## src/rtl/max_select_pipe_pkg.sv

```systemverilog
// max_select_pipe_pkg: shared clog2, lane-slice macro and accumulator state encodings.
package max_select_pipe_pkg;
  function automatic int clog2(input int n);
    int r;
    r = 0;
    while ((1 << r) < n) r++;
    return r;
  endfunction
  typedef enum logic {IDLE = 1'b0, ACC = 1'b1} acc_state_e;
endpackage

`ifndef MSP_LANE
`define MSP_LANE(bus, i, w) bus[(i)*(w) +: (w)]
`endif

```

## src/rtl/max_select_node.sv

```systemverilog
// max_select_node: registered 2-input compare (ties go to a); min select only with MAX_SELECT_MIN_MODE_EN.
module max_select_node #(
  parameter int DATA_W = 4,
  parameter int IDX_W  = 2
) (
  input  logic              CLK,
  input  logic              RESET_L,
`ifdef MAX_SELECT_MIN_MODE_EN
  input  logic              min_sel_i,
  output logic              min_sel_o,
`endif
  input  logic              in_vld,
  input  logic [DATA_W-1:0] a_val,
  input  logic [IDX_W-1:0]  a_idx,
  input  logic [DATA_W-1:0] b_val,
  input  logic [IDX_W-1:0]  b_idx,
  output logic              vld_o,
  output logic [DATA_W-1:0] val_o,
  output logic [IDX_W-1:0]  idx_o
);
  logic              vld_q, vld_d, pick_b;
  logic [DATA_W-1:0] val_q, val_d;
  logic [IDX_W-1:0]  idx_q, idx_d;
`ifdef MAX_SELECT_MIN_MODE_EN
  logic ms_q, ms_d;
  assign min_sel_o = ms_q;
`endif
  always_comb begin
`ifdef MAX_SELECT_MIN_MODE_EN
    pick_b = min_sel_i ? (b_val < a_val) : (b_val > a_val);
    ms_d   = in_vld ? min_sel_i : ms_q;
`else
    pick_b = b_val > a_val;
`endif
    vld_d = in_vld;
    val_d = in_vld ? (pick_b ? b_val : a_val) : val_q;
    idx_d = in_vld ? (pick_b ? b_idx : a_idx) : idx_q;
  end
  always_ff @(posedge CLK) begin
    if (!RESET_L) begin
      vld_q <= 1'b0;
      val_q <= '0;
      idx_q <= '0;
`ifdef MAX_SELECT_MIN_MODE_EN
      ms_q  <= 1'b0;
`endif
    end else begin
      vld_q <= vld_d;
      val_q <= val_d;
      idx_q <= idx_d;
`ifdef MAX_SELECT_MIN_MODE_EN
      ms_q  <= ms_d;
`endif
    end
  end
  assign vld_o = vld_q;
  assign val_o = val_q;
  assign idx_o = idx_q;
endmodule

```

## src/rtl/max_select_pipe.sv

```systemverilog
// max_select_pipe: pipelined max-select tree plus frame accumulator.
// MAX_SELECT_MIN_MODE_EN adds MIN_SEL to select minimum instead.
module max_select_pipe import max_select_pipe_pkg::*; #(
  parameter  int DATA_W = 4,
  parameter  int NUM_IN = 4,
  parameter  int CNT_W  = 8,
  localparam int LVL    = clog2(NUM_IN),
  localparam int IDX_W  = LVL
) (
  input  logic                     CLK,
  input  logic                     RESET_L,
`ifdef MAX_SELECT_MIN_MODE_EN
  input  logic                     MIN_SEL,
`endif
  input  logic                     IN_VALID,
  input  logic                     IN_LAST,
  input  logic [NUM_IN*DATA_W-1:0] IN_DATA,
  output logic                     OUT_VALID,
  output logic [DATA_W-1:0]        OUT_MAX,
  output logic [IDX_W-1:0]         OUT_IDX,
  output logic                     FRAME_VALID,
  output logic [DATA_W-1:0]        FRAME_MAX,
  output logic [IDX_W-1:0]         FRAME_IDX,
  output logic [CNT_W-1:0]         FRAME_CNT
);
  // Heap layout: node n has children 2n (lower lanes) and 2n+1; leaves are NUM_IN..2*NUM_IN-1.
  logic [DATA_W-1:0] val [1:2*NUM_IN-1];
  logic [IDX_W-1:0]  idx [1:2*NUM_IN-1];
  logic              vld [1:2*NUM_IN-1];
`ifdef MAX_SELECT_MIN_MODE_EN
  logic              ms  [1:2*NUM_IN-1];
`endif
  for (genvar g = 0; g < NUM_IN; g++) begin : g_leaf
    assign val[NUM_IN+g] = `MSP_LANE(IN_DATA, g, DATA_W);
    assign idx[NUM_IN+g] = IDX_W'(g);
    assign vld[NUM_IN+g] = IN_VALID;
`ifdef MAX_SELECT_MIN_MODE_EN
    assign ms[NUM_IN+g]  = MIN_SEL;
`endif
  end
  for (genvar n = 1; n < NUM_IN; n++) begin : g_node
    max_select_node #(.DATA_W(DATA_W), .IDX_W(IDX_W)) u_node (
      .CLK       (CLK),
      .RESET_L   (RESET_L),
`ifdef MAX_SELECT_MIN_MODE_EN
      .min_sel_i (ms[2*n]),
      .min_sel_o (ms[n]),
`endif
      .in_vld    (vld[2*n] & vld[2*n+1]),
      .a_val     (val[2*n]),
      .a_idx     (idx[2*n]),
      .b_val     (val[2*n+1]),
      .b_idx     (idx[2*n+1]),
      .vld_o     (vld[n]),
      .val_o     (val[n]),
      .idx_o     (idx[n])
    );
  end
  assign OUT_VALID = vld[1];
  assign OUT_MAX   = val[1];
  assign OUT_IDX   = idx[1];
  logic [LVL-1:0]    last_q, last_d;
  acc_state_e        state_q, state_d;
  logic [DATA_W-1:0] acc_max_q, acc_max_d, fmax_q, fmax_d, m_max;
  logic [IDX_W-1:0]  acc_idx_q, acc_idx_d, fidx_q, fidx_d, m_idx;
  logic [CNT_W-1:0]  acc_cnt_q, acc_cnt_d, fcnt_q, fcnt_d, m_cnt;
  logic              fv_q, fv_d, better, take, root_last;
  always_comb begin
    last_d    = LVL'({last_q, IN_VALID & IN_LAST});
    root_last = last_q[LVL-1];
`ifdef MAX_SELECT_MIN_MODE_EN
    better = ms[1] ? (val[1] < acc_max_q) : (val[1] > acc_max_q);
`else
    better = val[1] > acc_max_q;
`endif
    take      = (state_q == IDLE) || better;
    m_max     = take ? val[1] : acc_max_q;
    m_idx     = take ? idx[1] : acc_idx_q;
    m_cnt     = (state_q == IDLE) ? CNT_W'(1) : (&acc_cnt_q ? acc_cnt_q : acc_cnt_q + 1'b1);
    state_d   = vld[1] ? (root_last ? IDLE : ACC) : state_q;
    acc_max_d = vld[1] ? m_max : acc_max_q;
    acc_idx_d = vld[1] ? m_idx : acc_idx_q;
    acc_cnt_d = vld[1] ? m_cnt : acc_cnt_q;
    fv_d      = vld[1] & root_last;
    fmax_d    = fv_d ? m_max : fmax_q;
    fidx_d    = fv_d ? m_idx : fidx_q;
    fcnt_d    = fv_d ? m_cnt : fcnt_q;
  end
  always_ff @(posedge CLK) begin
    if (!RESET_L) begin
      last_q    <= '0;
      state_q   <= IDLE;
      acc_max_q <= '0;
      acc_idx_q <= '0;
      acc_cnt_q <= '0;
      fv_q      <= 1'b0;
      fmax_q    <= '0;
      fidx_q    <= '0;
      fcnt_q    <= '0;
    end else begin
      last_q    <= last_d;
      state_q   <= state_d;
      acc_max_q <= acc_max_d;
      acc_idx_q <= acc_idx_d;
      acc_cnt_q <= acc_cnt_d;
      fv_q      <= fv_d;
      fmax_q    <= fmax_d;
      fidx_q    <= fidx_d;
      fcnt_q    <= fcnt_d;
    end
  end
  assign FRAME_VALID = fv_q;
  assign FRAME_MAX   = fmax_q;
  assign FRAME_IDX   = fidx_q;
  assign FRAME_CNT   = fcnt_q;
endmodule

```

## config.mk

```make
export PLATFORM = sky130hd
export DESIGN_NAME = max_select_pipe
export DESIGN_NICKNAME = d
export VERILOG_FILES = /design/src/rtl/max_select_pipe_pkg.sv /design/src/rtl/max_select_node.sv /design/src/rtl/max_select_pipe.sv
export SDC_FILE = /design/constraint.sdc
export NUM_CORES = 1
export LEC_CHECK = 0
export CAP_MARGIN = 30
export CORE_ASPECT_RATIO = 0.8
export CORE_MARGIN = 1.5
export CORE_UTILIZATION = 30
export CTS_BUF_LIST = sky130_fd_sc_hd__clkbuf_8
export DETAILED_ROUTE_END_ITERATION = 6
export GPL_TIMING_DRIVEN = 0
export HOLD_SLACK_MARGIN = 0.05
export SYNTH_ARGS = -nofsm -noshare
export SYNTH_HDL_FRONTEND = slang
export SYNTH_SLANG_ARGS = --single-unit
```

## constraint.sdc

```tcl
create_clock -name CLK -period 1.9 [get_ports CLK]
set_input_delay 0.38 -clock CLK [delete_from_list [all_inputs] [get_ports CLK]]
set_output_delay 0.38 -clock CLK [all_outputs]
set_load 0.02 [all_outputs]
```

==> Word-level counts from Yosys, hierarchy flattened <==
Cells that the tools add are included.
{ "totals": {"out_inout_bits": 22, "input_bits": 20, "register_bits": 52} }
{ "op_classes": {"mux": 11, "addsub": 1, "n_reduce_logical": 2, "bitwise_logic": 3, "order_cmp": 4} }
{ "ops": {"columns": ["operator", "count"], "rows": [
  ["$gt 4x4->1", 4],
  ["$mux 4", 4],
  ["$mux 8", 2],
  ["$add 8x1->8 const B", 1],
  ["$reduce_and 8->1", 1],
  ["$mux 2", 2],
  ["$mux 1", 3],
  ["$and 1x1->1", 2],
  ["$logic_or 1x1->1", 1],
  ["$not 1->1", 1]
]} }

==> Logic depth before layout (Yosys ltp) <==
Gate-level depths: netlist (run 1).
{ "logic_depth": {"depth_word": 3, "mapped_depth": 8, "depth_no_buf": 7} }

==> Cells and area by module <==
Synthesis (run 1) repeated with hierarchy kept, for this count alone.
{ "unflattened": {"cells_unflattened": 337, "hier_area_um2": 2947.8} }
{ "by_module_without_submodules": {"columns": ["module", "area_per_inst_um2", "cells_each", "seq_area_each_um2", "instances"], "rows": [
  ["max_select_pipe", 1716.6, 211, 640.6, 1],
  ["max_select_node", 410.4, 42, 140.1, 3]
]} }

==> Worst setup path after synthesis (run 1) <==
Ideal clock, no wire load.
{ "synth_timing": {"path_kind": "flip-flop to flip-flop", "from": "register acc_cnt_q[0]", "to": "register acc_cnt_q[2]", "stages_incl_launch_ff": 8, "setup_slack_ns": 0.129, "arrival_time_ns": 1.692, "cell_sequence": "dfxtp_1 -> ha_1 -> nand4_2 -> or2_1 -> buf_6 -> and3_4 -> nand2b_4 -> a211oi_2"} }
{ "synth_via": {"elab_chain_len": 3, "word_cells_on_any_way": 4} }
{ "synth_rtl": {"columns": ["item", "line_no", "source"], "rows": [
  ["start: declaration", "max_select_pipe.sv:66", "logic [CNT_W-1:0] acc_cnt_q, acc_cnt_d, fcnt_q, fcnt_d, m_cnt;"],
  ["start signal: assignment", "max_select_pipe.sv:105", "acc_cnt_q <= acc_cnt_d;"],
  ["$add 8x1->8 or $reduce_and 8->1 (tied branches)", "max_select_pipe.sv:79", "m_cnt = (state_q == IDLE) ? CNT_W'(1) : (&acc_cnt_q ? acc_cnt_q : acc_cnt_q + 1'b1);"],
  ["$mux 8 * (2 in series)", "max_select_pipe.sv:79", null]
]} }
Every way passes the cells marked *; elsewhere a longest branch is shown, timed or not.
A chain may end at the register's enable or synchronous reset.

==> Worst setup path after layout (run 1) <==
{ "layout_timing": {"from": "input IN_DATA[2]", "to": "register g_node[2].u_node.val_q[3]"} }
{ "layout_via": {"elab_chain_len": 2} }
{ "layout_rtl": {"columns": ["item", "line_no", "source"], "rows": [
  ["start: declaration", "max_select_pipe.sv:17", "input logic [NUM_IN*DATA_W-1:0] IN_DATA,"],
  ["$gt 4x4->1", "max_select_node.sv:33", "pick_b = b_val > a_val;"],
  ["$mux 4", "max_select_node.sv:36", "val_d = in_vld ? (pick_b ? b_val : a_val) : val_q;"],
  ["end signal: assignment", "max_select_node.sv:49", "val_q <= val_d;"],
  ["end: declaration", "max_select_node.sv:22", "logic [DATA_W-1:0] val_q, val_d;"]
]} }
No other way between the ends.

==> metrics.cfg, run 1 <==
[cells_and_area]
finalInstanceArea_um2=3260
antenna-diode-count=0
multiInputGateArea_um2=1420
drive_gt1_share_pct=9.71
areaGrowthSynthToFinish_pct=29.7
final_cells=448
register_area_um2=1030
fillCellCount=811
fin_util_pct=40.6
nNetsFinal=377

[worst_setup_path]
cp_slowest_cell=clkdlybuf4s50_1
cp_cell_sequence=clkdlybuf4s50_1 -> inv_1 -> ha_4 -> nand3_2 -> o22ai_2 -> o22a_4 -> mux2i_1 -> a21oi_1
cp_data_required_time_ns=2.08
worst_setup_path_start_kind=input port
critPathArrivalTime_ns=2.00
max_stage_delay_ns=0.47
critPathKind=input port to flip-flop
cp-end-kind=flip-flop
critPathMaxFanout=5

[sta]
whs_ns=0.437
hold_violations=0
drv_slew=0
tightest_slew_ns=0.583
fin_ws_ns=0.0825
setup_viol=0
fin_crit_sh_pct=95.7
slew_headroom_pct=61.1
fin_skew_ns=0.00786
fmax_mhz=550
fin_setup_tns_ns=0
period_minus_slack_ns=1.82

[power_and_ir_drop]
p_leak_nw=1.25
power.density_nw_per_um2=688
power_mw=2.24
ir_drop_uv=285

[floorplanning]
pin_count=42
initial_core_util_pct=31.3
die_w_um=105
die_h_um=84.8
dieArea_um2=8930
rows=29
core_area_um2=8020

[synth]
ys_types=42
synth_top_area_cell=dfxtp_1
synth_top_family_by_area=compound AO/OA/AOI/OAI gates
synth-simple-area-share_pct=15.9
yosysSeqAreaShare_pct=40.7
synth_edf_count=0
yosysMostFrequentCell=dfxtp_1
yosysWarnings=0
synth_compound_area_share_pct=19.2
avgSynthCellArea_um2=8.57
synth_mux_area_share_pct=8.37
synthesis.area_um2=2510
ys_seq_elements=51
yosys.area.top_type_share_pct=40.7
syn_nets=330
synth_fa_ha_area_share_pct=8.47
synth_xor_area_share_pct=1.05
async_flop_share_pct=0
ys.flop_type=dfxtp_1
synth_common_cells=51 x dfxtp_1, 28 x nand2_1, 22 x o21ai_0
synthTopCellsByArea=dfxtp_1 41%, ha_1 8.5%, mux2i_1 8.4%
postSynthCellCount=293

[clock_network]
cts_made_buffers=5
cts.sinks=51
clock_path_buffers=2
cts_root_buffer=clkbuf_8
path_clk_slew_ns=0.09
tritoncts=yes
clock_latency_ns=0.30
htree_levels=2

[route]
vias=2116
wl_met2_mm=2.58
vias_per_cell=4.72
highest_layer=met4
drt_iter0_markers=71
wl_met3_um=186
drc_errors=0
ant_nets=0
wl_mm=5.76
avgRoutedWirePerCell_um=12.9
wl_met1_mm=2.92
firstDrtPassIters=4

[global_routing]
grt_pass1_wl_mm=9.44
antenna_found_initial=0
grt_usage_pct=13.0
grt_pass1_vias=1987
grt_max_degree=15
grt.overflow.total=0

[placement]
numPortBuffers=41
place.gp.congestion=0.865
dp_worst_setup_slack_ns=-0.473
dp_hpwl_mm=4.27
dp_cells=442
place_area_um2=3060

[outcome]
status=complete, no violations

[flow_run]
max_cap_violations=0

[hold_path]
worstHoldPathType=flip-flop to flip-flop

-- final timing paths --
path / from / end / slack [ns] / cells after the start
setup / recovery: IN_DATA[2] / g_node[2].u_node.val_o[3]$_SDFFE_PN0P_ / 0.08 / 8
setup reg to reg: acc_cnt_q[0]$_SDFFE_PN0P_ / acc_cnt_q[2]$_SDFFE_PN0P_ / 0.14 / 7
hold reg to reg: last_q[0]$_SDFF_PN0_ / last_q[1]$_SDFF_PN0_ / 0.44 / 1
hold / removal: last_q[0]$_SDFF_PN0_ / last_q[1]$_SDFF_PN0_ / 0.44 / 1
-- critical path: cells and delay by family --
family	cells	cell delay [ns]
buffers and inverters	2	0.54
multiplexers	1	0.22
AND/OR/NAND/NOR	1	0.10
AO/OA/AOI/OAI	3	0.48
adder cells (fa/ha/maj)	1	0.27
-- power breakdown --
part	switching, mW	internal [mW]	total (mW)	leakage, nW
clock network	0.348	0.381	0.729	0.0554
logic	0.199	0.181	0.380	0.776
registers	0.0302	1.10	1.13	0.417
total	0.577	1.66	2.24	1.25
-- logic make-up after synthesis --
| family | Yosys count |
|---|---|
| fa+ha+maj | 17 |
| flops | 51 |
| mux | 21 |
| simple gates | 79 |
| buf+inv | 39 |
| compound gates | 83 |
| xor+xnor | 3 |
-- area by class of cell --
cell class	count	share of cell area (%)
Sequential cell	51	31.6
Timing Repair Buffer	42	12.8
Multi-Input combinational cell	203	43.5
Clock buffer	5	2.11
Inverter	21	2.42
Buffer	16	2.34
Tap cell	108	4.15
Clock inverter	2	1.04
-- cell usage in the layout, fill, tap and decap left out, types with 2 or more instances in the layout --
master,synthesis,final
and2_1,2,2
o21ai_0,22,20
a31oi_1,3,3
a21oi_1,21,18
mux2i_1,21,21
xor2_1,2,2
a21o_1,3,3
a211oi_1,2,2
inv_1,21,22
nand3_1,16,14
nand4_1,3,3
o31ai_1,3,3
nand2_1,28,28
dfxtp_1,51,48
clkdlybuf4s50_1,0,41
clkbuf_8,0,5
nor2b_1,2,2
o21a_1,4,3
o21ai_1,16,17
ha_4,0,3
a21oi_2,0,3
nand3_2,0,2
ha_1,17,14
and4_1,2,2
buf_2,3,3
dfxtp_2,0,2
nand2b_1,4,4
clkbuf_1,14,10
nor2_1,13,13
nand3b_1,2,2
-- metal layers --
metal | vias up | GRT usage, %
met1 | 955 | 18.0
met3 | 7 | 2.15
met5 | - | 0
met2 | 38 | 21.0
met4 | 0 | 3.86
li1 | 1116 | -
-- state kept, by name (all words and copies together), names as in the netlist, 4 cells and up --
register,count
acc_cnt_q,8
g_node.u_node.idx_o,5
g_node.u_node.val_o,12
acc_max_q,4
FRAME_MAX,4
FRAME_CNT,8
-- timing repair --
item                                    4_1_cts  5_1_grt
endpoints found under the setup margin       19       29
resized for setup                             4       23
setup buffers                                 0        1
hold buffers                                  0        0
pin swaps                                     0        5
cloned                                        0        0
Power figures use the tool's default switching activity.
==> inputs of run 2 (changes only) <==
- clock period: 1.9 -> 1.99 ns (I/O delays scaled with it)
==> metrics.cfg, run 2 (same netlist as run 1, synthesis figures left out) <==
[outcome]
status=complete, no violations

[global_routing]
grt.overflow.total=0
grt_pass1_vias=1985
grt_max_degree=15
grt_usage_pct=13.0
antenna_found_initial=0
grt_pass1_wl_mm=9.43

[worst_setup_path]
cp-endpoint=g_node[2].u_node.val_o[2]$_SDFFE_PN0P_
critPathMaxFanout=5
reg2reg_slack_ns=0.15
critPathLaunch=IN_DATA[2]
critPathArrivalTime_ns=2.02
critPathKind=input port to flip-flop
r2r_cells=7
worstReg2RegStart=acc_cnt_q[0]$_SDFFE_PN0P_
cp-end-kind=flip-flop
r2r_end=acc_cnt_q[2]$_SDFFE_PN0P_
worst_setup_path_start_kind=input port
cp_data_required_time_ns=2.16

[sta]
fin_setup_tns_ns=0
fin_crit_sh_pct=92.9
tightest_slew_ns=0.561
slew_headroom_pct=62.6
setup_viol=0
period_minus_slack_ns=1.85
whs_ns=0.437
fin_skew_ns=0.00876
fin_ws_ns=0.140
fmax_mhz=541
rsz0062_at_grt=false
drv_slew=0
hold_violations=0

[cells_and_area]
final_cells=447
nNetsFinal=376
largest_register_ff_count=12
drive_gt1_share_pct=6.78
mostFrequentLayoutCells=49 x dfxtp_1, 41 x clkdlybuf4s50_1, 28 x nand2_1
antenna-diode-count=0
areaGrowthSynthToFinish_pct=26.1
fillCellCount=813
layout_commonest_cell=dfxtp_1

[clock_network]
path_clk_slew_ns=0.08
cts_root_buffer=clkbuf_8
htree_levels=2
cts_setup_buffers=0
cts_made_buffers=5
tritoncts=yes
clock_latency_ns=0.30
clock_path_buffers=2
cts.sinks=51

[route]
wl_mm=5.56
drc_errors=0
avgRoutedWirePerCell_um=12.4
drt_iter0_markers=76
ant_nets=0
vias_per_cell=4.77
firstDrtPassIters=4
vias=2131

[floorplanning]
core_area_um2=8020
pin_count=42
dieArea_um2=8930
die_h_um=84.8
rows=29
die_w_um=105
initial_core_util_pct=31.3

[hold_path]
worstHoldPathType=flip-flop to flip-flop
hold_start=last_q[0]$_SDFF_PN0_

[power_and_ir_drop]
p_leak_nw=1.23
power.density_nw_per_um2=664
power_mw=2.10
ir_drop_uv=267

[flow_run]
max_cap_violations=0

[placement]
numPortBuffers=41
dp_hpwl_mm=4.27
dp_cells=442
dp_worst_setup_slack_ns=-0.401
place.gp.congestion=0.865

## run 2: cell count changes in the layout (fill, tap and decap cells not counted), moves of 2 or more
cell | previous run | this run
nand3_2 | 2 | 0
ha_4 | 3 | 0
a21oi_1 | 18 | 20
o21ai_0 | 20 | 22
a21oi_2 | 3 | 1
ha_1 | 14 | 16
nand3_1 | 14 | 16
## run 2: worst max-delay path, stage by stage
cell and delay [ns]:
clkdlybuf4s50_1 0.47, inv_1 0.04, ha_1 0.30, a21oi_1 0.17, o22ai_1 0.10, o22a_2 0.27, mux2i_1 0.19, a21oi_1 0.08
## run 2: final cells by class
class                           instances  area [µm²]  share of cell area [%]
Tap cell                              108         135                    4.27
Clock inverter                          2        33.8                    1.07
Sequential cell                        51        1020                    32.3
Inverter                               21        78.8                    2.49
Timing Repair Buffer                   41         410                    13.0
Buffer                                 16        73.8                    2.33
Multi-Input combinational cell        203        1340                    42.3
Clock buffer                            5        68.8                    2.17
## run 2: worst min path at each step
stage / to / cells past startpoint
2_1_floorplan: last_q[1]$_SDFF_PN0_ / 1
3_3_place_gp: last_q[1]$_SDFF_PN0_ / 1
3_5_place_dp: last_q[1]$_SDFF_PN0_ / 1
4_1_cts: last_q[1]$_SDFF_PN0_ / 1
5_1_grt: last_q[1]$_SDFF_PN0_ / 1
6_report: last_q[1]$_SDFF_PN0_ / 1
## run 2: metrics by stage
| step | instance area (µm²) | util (%) |
|---|---|---|
| after floorplan | 2510 | - |
| after global placement | 3060 | 38.1 |
| after detailed placement | 3060 | 38.1 |
| after CTS | 3150 | 39.3 |
| after global routing | 3160 | 39.5 |
| final | 3160 | 39.5 |
## run 2: what timing repair did
| item | CTS | global route |
|---|---|---|
| cloned | 0 | 0 |
| hold buffers | 0 | 0 |
| gates resized for setup | 1 | 9 |
| pin swaps | 0 | 0 |
| endpoints found under the setup margin | 17 | 17 |
## run 2: where the power goes
| part | switching [mW] | internal (mW) | leakage, nW | total (mW) |
|---|---|---|---|---|
| Clock | 0.326 | 0.364 | 0.0554 | 0.690 |
| Combinational | 0.174 | 0.155 | 0.762 | 0.329 |
| Sequential | 0.0283 | 1.05 | 0.416 | 1.08 |
## run 2: metal layers
metal,vias up,share of wire (%),global-route usage (%)
met5,-,0,0
met4,0,1.3,3.86
met3,7,3.8,2.15
met2,39,44,21.0
met1,970,51,18.0
li1,1115,-,-
==> inputs of run 3 (changes only) <==
- SETUP_SLACK_MARGIN: default -> 0.1
- SYNTH_HIERARCHICAL: default -> 1
==> metrics.cfg, run 3 <==
[outcome]
status=complete, no violations

[worst_setup_path]
cp-end-kind=flip-flop
reg2reg_slack_ns=0.22
critPathMaxFanout=6
cp_data_required_time_ns=2.20
critPathLaunch=IN_DATA[15]
worstReg2RegStart=acc_max_q[1]$_SDFFE_PN0P_
critPathKind=input port to flip-flop
critPathArrivalTime_ns=2.06
worst_setup_path_start_kind=input port

[synth]
synth_top_area_cell=dfxtp_1
postSynthCellCount=337
yosysSeqAreaShare_pct=36.0
ys_types=49
synthTopCellsByArea=dfxtp_1 36%, ha_1 7.2%, o221a_1 6.9%
synth_common_cells=53 x dfxtp_1, 34 x nand2_1, 23 x o21ai_0
synthesis.area_um2=2950
synth_edf_count=0
ys.flop_type=dfxtp_1
ys_seq_elements=53
yosysWarnings=6
yosys.area.top_type_share_pct=36.0
avgSynthCellArea_um2=8.75
async_flop_share_pct=0
yosysMostFrequentCell=dfxtp_1

[sta]
rsz0062_at_grt=false
hold_violations=0
fin_ws_ns=0.143
period_minus_slack_ns=1.85
fmax_mhz=542
setup_viol=0
drv_slew=0
slew_headroom_pct=60.1
fin_skew_ns=0.0107
whs_ns=0.423
fin_crit_sh_pct=92.8
fin_setup_tns_ns=0
tightest_slew_ns=0.595

[global_routing]
grt_pass1_vias=2560
grt_max_degree=27
antenna_found_initial=0
grt_usage_pct=15.1
grt.overflow.total=0
grt_pass1_wl_mm=12.7

[cells_and_area]
final_cells=515
drive_gt1_share_pct=14.6
antenna-diode-count=0
finalInstanceArea_um2=3810
mostFrequentLayoutCells=47 x dfxtp_1, 34 x nand2_1, 28 x clkdlybuf4s50_1
largest_register_ff_count=12
fin_util_pct=39.6
nNetsFinal=432
layout_commonest_cell=dfxtp_1
areaGrowthSynthToFinish_pct=29.2

[power_and_ir_drop]
combPwrFrac_pct=14.3
switching_share_pct=25.1
power.density_nw_per_um2=613
p_leak_nw=1.42
ir_drop_uv=300
switching_power_mw=0.586
p_seq_share_pct=48.3
power_mw=2.34
clkPwrFrac_pct=37.4
p_int_mw=1.75

[route]
vias=2764
drt_iter0_markers=155
firstDrtPassIters=5
ant_nets=0
avgRoutedWirePerCell_um=14.8
drc_errors=0
wl_mm=7.64
vias_per_cell=5.37

[clock_network]
tritoncts=yes
hold_buffers=0
clock_path_buffers=2
htree_levels=2
cts.sinks=53
cts_setup_buffers=0
clock_latency_ns=0.32
path_clk_slew_ns=0.09
cts_root_buffer=clkbuf_8
cts_made_buffers=5

[floorplanning]
die_w_um=114
pin_count=42
dieArea_um2=10400
initial_core_util_pct=30.7
rows=32
core_area_um2=9610
die_h_um=91.7

[hold_path]
hold_start=IN_DATA[1]
worstHoldPathType=input port to flip-flop

[flow_run]
max_cap_violations=0

[placement]
dp_cells=507
dp_worst_setup_slack_ns=-0.578
numPortBuffers=41
place.gp.congestion=0.819
dp_hpwl_mm=5.62
place_area_um2=3540

-- run 3: cell count changes after synthesis, sizes merged, moves of 5 or more --
cell	delta
nor3	+9
and3	+11
o21ai	-13
mux2i	-19
and2	+5
nand2	+7
o211ai	+5
o221ai	+9
nand4	+11
nand3	-13
o221a	+27
a31oi	+9
-- run 3: metal layers --
layer	up-vias	track usage, %	wire length, µm
met2	86	22.6	3180
met4	0	4.38	85
li1	1403	-	-
met1	1268	21.9	3920
met3	7	2.97	456
met5	-	0	0
-- run 3: power by group through the flow --
| stage | Sequential [mW] | Clock, mW | Combinational (mW) |
|---|---|---|---|
| after floorplan | 1.14 | 0 | 0.188 |
| after global routing | 1.14 | 0.945 | 0.372 |
| after global placement | 1.15 | 0 | 0.297 |
| final | 1.13 | 0.873 | 0.334 |
| after detailed placement | 1.15 | 0 | 0.302 |
| after CTS | 1.13 | 0.900 | 0.323 |
-- run 3: final timing paths --
path / endpoint / cells past startpoint
max: g_node[3].u_node/val_o[1]$_SDFFE_PN0P_ / 7
min reg2reg: FRAME_CNT[3]$_SDFFE_PN0P_ / 2
min: g_node[2].u_node/val_o[1]$_SDFFE_PN0P_ / 2
max reg2reg: FRAME_MAX[0]$_SDFFE_PN0P_ / 7
-- run 3: cell type report --
| class | instances | area, µm² |
|---|---|---|
| Tap cell | 119 | 149 |
| Buffer | 19 | 100 |
| Timing Repair Buffer | 41 | 432 |
| Clock inverter | 3 | 65.1 |
| Clock buffer | 5 | 68.8 |
| Sequential cell | 53 | 1070 |
| Fill cell | 959 | 5800 |
| Multi-Input combinational cell | 255 | 1850 |
| Inverter | 20 | 77.6 |
-- run 3: logic make-up (layout without fill, tap and decap cells) --
family	Yosys count	in the layout	synth area share [%]
buffers and inverters	39	88	5.56
adder cells (fa/ha/maj)	17	17	7.22
other	2	12	0.255
AND/OR/NAND/NOR	110	110	21.4
XOR/XNOR	1	1	0.297
AO/OA/AOI/OAI	113	113	28.7
flip-flops	53	53	36.0
multiplexers	2	2	0.679
-- run 3: worst max-delay path, cell delays in order --
cell	delay, ns
clkdlybuf4s50_1	0.53
ha_4	0.22
o21ai_1	0.07
a21oi_1	0.07
or3b_1	0.39
buf_6	0.14
o221a_1	0.23
-- run 3: what timing repair did --
action	in CTS	in global routing
resized for setup	16	27
setup endpoints to repair	37	35
pin swaps	2	1
